===== src/rtl/onehot_rr_arbiter_pkg.sv =====
// Shared types and helpers for the one-hot round-robin arbiter.
// Exports: arb_state_e (IDLE/GRANT), default sizes, next_idx().
package arb_pkg;

   typedef enum logic {
      IDLE  = 1'b0,
      GRANT = 1'b1
   } arb_state_e;

   localparam int ARB_N        = 5;
   localparam int ARB_MAX_HOLD = 8;

   // Modulo-n increment; n need not be a power of two.
   function automatic int next_idx(input int ptr, input int n);
      return (ptr >= n - 1) ? 0 : ptr + 1;
   endfunction

endpackage


===== src/rtl/onehot_rr_arbiter_if.sv =====
// Request/grant bundle between requesters and the arbiter.
// master: drives req, sees grant; slave: the arbiter side.
interface onehot_rr_arbiter_if #(
   parameter int N = 5
);

   localparam int IDX_W = $clog2(N);

   logic [N-1:0]     req;
   logic [N-1:0]     gnt;
   logic             gnt_valid;
   logic [IDX_W-1:0] gnt_idx;
   logic             timeout;

   modport master (
      output req,
      input  gnt, gnt_valid, gnt_idx, timeout
   );

   modport slave (
      input  req,
      output gnt, gnt_valid, gnt_idx, timeout
   );

endinterface


===== src/rtl/onehot_rr_arbiter_pick.sv =====
// Combinational round-robin picker: first set req bit after ptr.
// In: req[N], ptr. Out: pick_oh (one-hot/0), pick_idx, pick_vld.
module rr_pick #(
   parameter  int N     = 5,
   localparam int IDX_W = $clog2(N)
) (
   input  logic [N-1:0]     req,
   input  logic [IDX_W-1:0] ptr,
   output logic [N-1:0]     pick_oh,
   output logic [IDX_W-1:0] pick_idx,
   output logic             pick_vld
);

   import arb_pkg::*;

   logic [IDX_W-1:0] cur;

   // Visit ptr+1, ptr+2, ... wrapping; ptr itself is tried last.
   always_comb begin
      pick_oh  = '0;
      pick_idx = '0;
      pick_vld = 1'b0;
      cur      = ptr;
      for (int k = 0; k < N; k++) begin
         cur = IDX_W'(next_idx(int'(cur), N));
         if (!pick_vld && req[cur]) begin
            pick_vld     = 1'b1;
            pick_oh[cur] = 1'b1;
            pick_idx     = cur;
         end
      end
   end

endmodule


===== src/rtl/onehot_rr_arbiter.sv =====
// Round-robin arbiter with registered one-hot grant and hold limit.
// Ports: clk, rst (async high), bus (slave: req in; gnt/valid/idx/timeout out).
module onehot_rr_arbiter #(
   parameter int N        = 5,
   parameter int MAX_HOLD = 8
) (
   input logic                 clk,
   input logic                 rst,
   onehot_rr_arbiter_if.slave  bus
);

   import arb_pkg::*;

   localparam int IDX_W = $clog2(N);
   localparam int CNT_W = $clog2(MAX_HOLD + 1);

   localparam logic [IDX_W-1:0] PTR_RST  = IDX_W'(N - 1);
   localparam logic [CNT_W-1:0] HOLD_MAX = CNT_W'(MAX_HOLD);

   arb_state_e       state;
   logic [IDX_W-1:0] ptr;
   logic [CNT_W-1:0] hold_cnt;
   logic [N-1:0]     gnt_q;
   logic             vld_q;
   logic [IDX_W-1:0] idx_q;
   logic             to_q;

   logic [N-1:0]     pick_oh;
   logic [IDX_W-1:0] pick_idx;
   logic             pick_vld;
   logic             own_req;

   rr_pick #(.N(N)) u_pick (
      .req      (bus.req),
      .ptr      (ptr),
      .pick_oh  (pick_oh),
      .pick_idx (pick_idx),
      .pick_vld (pick_vld)
   );

   // ptr always names the current (or last) owner.
   assign own_req = bus.req[ptr];

   always_ff @(posedge clk or posedge rst) begin
      if (rst) begin
         state    <= IDLE;
         ptr      <= PTR_RST;
         hold_cnt <= '0;
         gnt_q    <= '0;
         vld_q    <= 1'b0;
         idx_q    <= '0;
         to_q     <= 1'b0;
      end else begin
         unique case (state)
            IDLE: begin
               to_q <= 1'b0;
               if (pick_vld) begin
                  state    <= GRANT;
                  ptr      <= pick_idx;
                  hold_cnt <= CNT_W'(1);
                  gnt_q    <= pick_oh;
                  vld_q    <= 1'b1;
                  idx_q    <= pick_idx;
               end else begin
                  hold_cnt <= '0;
                  gnt_q    <= '0;
                  vld_q    <= 1'b0;
                  idx_q    <= '0;
               end
            end
            GRANT: begin
               if (own_req && hold_cnt < HOLD_MAX) begin
                  hold_cnt <= hold_cnt + CNT_W'(1);
                  to_q     <= 1'b0;
               end else begin
                  // Release always passes through IDLE: one bubble.
                  state    <= IDLE;
                  hold_cnt <= '0;
                  gnt_q    <= '0;
                  vld_q    <= 1'b0;
                  idx_q    <= '0;
                  to_q     <= own_req;
               end
            end
            default: begin
               state <= IDLE;
            end
         endcase
      end
   end

   assign bus.gnt       = gnt_q;
   assign bus.gnt_valid = vld_q;
   assign bus.gnt_idx   = idx_q;
   assign bus.timeout   = to_q;

   a_onehot0: assert property (@(posedge clk) disable iff (rst)
      $onehot0(gnt_q));
   a_count1: assert property (@(posedge clk) disable iff (rst)
      vld_q |-> $countones(gnt_q) == 1);
   a_vld: assert property (@(posedge clk) disable iff (rst)
      vld_q == (gnt_q != '0));
   a_idx: assert property (@(posedge clk) disable iff (rst)
      vld_q |-> gnt_q[idx_q]);
   a_to: assert property (@(posedge clk) disable iff (rst)
      to_q |-> !vld_q);
   a_req_known: assert property (@(posedge clk) disable iff (rst)
      !$isunknown(bus.req));

endmodule


===== src/flat_wrapper.sv =====
// flat-port wrapper written by rule: the top's interface ports become plain ports
module onehot_rr_arbiter_flat import arb_pkg::*;
#(
   parameter int N        = 5,
   parameter int MAX_HOLD = 8
)
  (clk, rst, bus_req, bus_gnt, bus_gnt_valid, bus_gnt_idx, bus_timeout);
  onehot_rr_arbiter_if #(.N(N)) bus_i ();
  input logic clk;
  input logic rst;
  input wire logic [$bits(bus_i.req)-1:0] bus_req;
  output wire logic [$bits(bus_i.gnt)-1:0] bus_gnt;
  output wire logic [$bits(bus_i.gnt_valid)-1:0] bus_gnt_valid;
  output wire logic [$bits(bus_i.gnt_idx)-1:0] bus_gnt_idx;
  output wire logic [$bits(bus_i.timeout)-1:0] bus_timeout;
  assign bus_i.req = bus_req;
  assign bus_gnt = bus_i.gnt;
  assign bus_gnt_valid = bus_i.gnt_valid;
  assign bus_gnt_idx = bus_i.gnt_idx;
  assign bus_timeout = bus_i.timeout;
  onehot_rr_arbiter #(.N(N), .MAX_HOLD(MAX_HOLD)) u_core (.clk(clk), .rst(rst), .bus(bus_i));
endmodule

===== config.mk =====
export PLATFORM = sky130hd
export DESIGN_NAME = onehot_rr_arbiter_flat
export DESIGN_NICKNAME = d
export VERILOG_FILES = /design/src/rtl/onehot_rr_arbiter_pkg.sv /design/src/rtl/onehot_rr_arbiter_if.sv /design/src/rtl/onehot_rr_arbiter_pick.sv /design/src/rtl/onehot_rr_arbiter.sv /design/src/flat_wrapper.sv
export SDC_FILE = /design/constraint.sdc
export NUM_CORES = 1
export LEC_CHECK = 0
export ABC_AREA = 1
export BUFFER_PORTS_ARGS = -buffer_cell sky130_fd_sc_hd__buf_2
export CORE_MARGIN = 4
export CORE_UTILIZATION = 30
export CTS_BUF_LIST = sky130_fd_sc_hd__clkbuf_4
export DETAILED_ROUTE_END_ITERATION = 8
export HOLD_SLACK_MARGIN = 0.02
export PLACE_DENSITY = 0.55
export SLEW_MARGIN = 30
export SYNTH_ARGS = -nofsm -noshare
export SYNTH_HDL_FRONTEND = slang
export SYNTH_SLANG_ARGS = --single-unit

===== constraint.sdc =====
create_clock -name clk -period 10.2 [get_ports clk]
set_input_delay 2.04 -clock clk [delete_from_list [all_inputs] [get_ports clk]]
set_output_delay 2.04 -clock clk [all_outputs]
set_load 0.03 [all_outputs]

==> impl_summary.md <==
GRT
Entering global routing, the biggest net connects 19 pins. The total overflow left after global routing is 0. The total routing usage reported by global routing is 11.98%. The number of antenna violations at the first check in global routing is 0. The first global-routing pass estimated 7003 microns of wire. The global routing met2 resource utilization is 19.60%.

The most crowded layer after global routing is met2. The number of global-route vias before repair is 1552. The global routing usage on met3 is 2.073%. Global routing used 16.66% of the available met1 tracks.

Min path
In this run the most critical hold path is launched from u_core.bus.gnt[2]. The worst-case hold path end point is u_core.bus.gnt[2]. The tightest min-delay check is of the flop to flop type. Counting instances, the worst hold path has a depth of 2.

Setup path
The depth of the worst register-to-register path is 22. The worst-case register-to-register setup slack is 6.26 ns. STA classifies the critical path startpoint as a flop.

The required time at the endpoint of the critical path is 10.38 ns. The type of the worst setup path is flop to flop. The most numerous cell on the critical path is ha_1. The worst flop-to-flop path endpoint is u_core.ptr[1]. The library cell contributing the largest single delay on the critical path is dfrtp_1. The arrival time of data at the critical path endpoint is 4.12 ns.

The maximum fanout along the worst path is 8. The signal on the critical path passes through inv_2 > ha_1 > inv_1 > nor2_1 > ha_1 > nand2_1 > inv_1 > ha_1 > nand2_2 > inv_1 > ha_1 > nand2_2 > inv_1 > ha_1 > o21ai_2 > o21ai_0 > nor2_1 > nor2_4 > o21ai_4 > nor2_1 > nand2_1 > nand2_1. The worst flop-to-flop path startpoint is u_core.ptr[0]. The largest incremental delay on the critical path is 0.46 ns. The critical path capture point type is a flop.

Final layout
The area growth from synthesis to layout is 11.42%. The final core utilization is 34.60%. After filler insertion, the fill cell instance count of the layout stands at 626. The multi-input gate area in the final layout is 1139 sq um. The repair_antennas step left the layout with diodes totalling 0.

Cells with a size suffix above 1 make up 18.02% of the layout. Across the whole layout, storage elements account for 451.7 sq um. For this run, the post-layout net count is 298. The finished layout holds 355 standard cells, fillers aside.

Run
The count of max-cap constraint violations is 0.

Clocking
The master cell of the clock root buffer is clkbuf_4. Counting every sink on the clock net gives 18. TritonCTS built the clock tree. TritonCTS created 3 clock buffers. The post-cts resize count is 0. The hold buffer count at cts is 0. The clock transition time at the flip-flop clock pins of the worst setup and hold paths is 0.09 ns. At the later pin of the worst-skew pair, clock insertion delay measures 0.28 ns. The buffer levels on the longest clock path is 2. The total setup buffers inserted after CTS is 0.

In this run the number of H-tree levels came out at 1.

Synthesis
The sequential area share after synthesis is 26.25%. After synthesis, the cell types taking the most area are dfrtp_1 25%, nand2_1 19%, nand3_1 9.3%, inv_1 6.3%, nor2_1 6.1%. Of the post-synthesis cell area, the part taken by muxes is 0%. The synthesized area is 1720 sq um. After Yosys synthesis, and, or, nand and nor cells account for 53.24% of the synthesized area. The count of yosys warnings during synthesis is 0. The compound-gate portion of the synthesized area is 7.345%.

The post-synthesis xor/xnor area fraction is 0.5091%. Dividing the synthesized area by the synthesized cell count gives 6.541 sq um. After synthesis the netlist holds a flip-flop and latch count of 18. The synthesized instance count is 263. The adder-cell share of the synthesized area is 5.091%. Counting every net in the synthesized netlist gives 277. The number of distinct standard cells referenced by the synthesized netlist is 29. After synthesis, the largest family of logic cells by area is simple AND/OR/NAND/NOR gates. The top cell type by area accounts for 24.73% of the synthesized area. The synthesized design spends more area on one cell type than any other, namely dfrtp_1.

Status
The run finished with clean final reports.

Placed design
At the end of routability-driven placement, the weighted congestion stood at 0.8784. In this run the tool buffered the top-level ports with 16 buffer cells. Once detailed placement completed, the half-perimeter wirelength came to 3359 microns. The cell count after placement is 351.

STA
Adding up every negative setup slack in the final design gives 0 ns. The count of endpoints failing hold in the final timing report is 0. The setup clock skew after layout is 0.002534 ns. For the pin with the worst max-slew slack, the measured transition is 0.6502 ns. Setup repair after global routing left no endpoint under its margin.

The shortest period the worst path allows is 3.938 ns. The final number of max-transition violations was 0. Static timing analysis puts the maximum clock frequency at 254.0 MHz. Setup violations remaining at the end of the flow were counted as 0. The normalized max-slew margin is 56.60%.

Final hold analysis gives a worst-case slack of 0.4844 ns. The final critical path takes up 38.60% of the cycle.

Detailed routing
The first detailed-routing pass took 4 iterations. The number of nets still failing antenna checks after routing is 0. The starting DRC count in detailed routing is 106. Summed over all layers, the routed wires come to 4163 microns. The average wire length per cell after detail routing is 11.73 microns. The post-route DRC violation count is 0.

The vias per cell is 4.634. The total via count after detailed routing is 1645.

Floorplan
The die covers 7010 sq um. The area of the core is 5540 sq um. 17 I/O pins were placed. The starting density of the core is 31.05%. The width of the die is 83.73 microns. The die height is 83.73 microns.

The number of placement rows is 27.
==> sequential cells by signal (all words and copies together), names as in the netlist <==
signal and flops:
u_core.bus.gnt 5, u_core.bus.gnt_idx 3, u_core.bus.gnt_valid 1, u_core.bus.timeout 1, u_core.hold_cnt 4, u_core.ptr 3, u_core.state 1
==> cells in the mapped netlist (all sizes together) <==
cell      n
xnor2     1
a21oi     6
o21ai    12
nor3      1
nand2   103
clkinv    1
dfstp     1
o21a      1
a31oi     1
nand3b    2
nor4      1
nand3    35
inv      33
dfrtp    17
ha        7
nor2     35
o211ai    1
nand4     5
==> cells in the final DEF, fill, tap and decap left out <==
cell type and n:
nor4_1 1, a31oi_1 1, buf_2 16, a21oi_1 6
nand2_8 4, o21a_1 1, o21ai_1 1, o21ai_2 1
xnor2_1 1, o21ai_4 1, inv_1 29, nand2_2 5
o211ai_1 1, dfrtp_1 17, nor2_2 5, nor2_4 2
nand4_1 5, nor2_1 28, inv_4 1, clkinv_1 2
ha_1 7, inv_2 3, nor3_1 1, clkbuf_4 3
o21ai_0 9, nand2_1 88, nand3_1 32, nand3_2 3
nand2_4 6, dfstp_2 1, nand3b_1 2
==> worst max-delay path, delay by kind of cell, from the launching register on <==
kind                       cells  cell delay [ns]
buffers and inverters          5             0.33
DFF                            1             0.46
and+or+nand+nor                9             1.00
adders and majority gates      5             1.49
AOI/OAI and AO/OA              3             0.52
==> worst max path at each step <==
stage / from / to / slack (ns) / depth (start not counted)
global placement: bus_req[3] / u_core.bus.gnt_idx[1] / 6.35 / 13
finish: u_core.ptr[0] / u_core.ptr[1] / 6.26 / 22
floorplan: u_core.ptr[0] / u_core.bus.gnt_idx[1] / 6.64 / 22
detailed placement: u_core.ptr[0] / u_core.ptr[1] / 6.30 / 22
CTS: u_core.ptr[0] / u_core.ptr[1] / 6.26 / 22
global route: u_core.ptr[0] / u_core.ptr[1] / 5.86 / 22
==> cells by family after synthesis <==
kind of cell	count (synthesis)
buffers and inverters	34
AOI/OAI and AO/OA	21
and+or+nand+nor	182
xor gates and xnor gates	1
DFF	18
adders and majority gates	7
==> metrics by stage <==
step | instance area, sq um | setup WS (ns)
2_1_floorplan | 1720 | 6.641
3_3_place_gp | 1891 | 6.353
3_5_place_dp | 1891 | 6.297
4_1_cts | 1917 | 6.256
5_1_grt | 1917 | 5.858
6_report | 1917 | 6.262
==> layout make-up <==
type,instances,area share (%)
well taps,72,4.700
clock buffers,3,1.175
inverters,34,6.789
repair buffers,16,4.178
flip-flops and latches,18,23.56
multi-input cells,211,59.40
clock inverters,1,0.1958
==> layer usage <==
metal,share of wire (%),wire length (microns)
met5,0,0
met3,1.5,64
met4,1.9,80
met2,46,1922
met1,50,2095
Power is not shown: default switching activity piles up to over one toggle a cycle in this logic, so the estimate is an artifact.
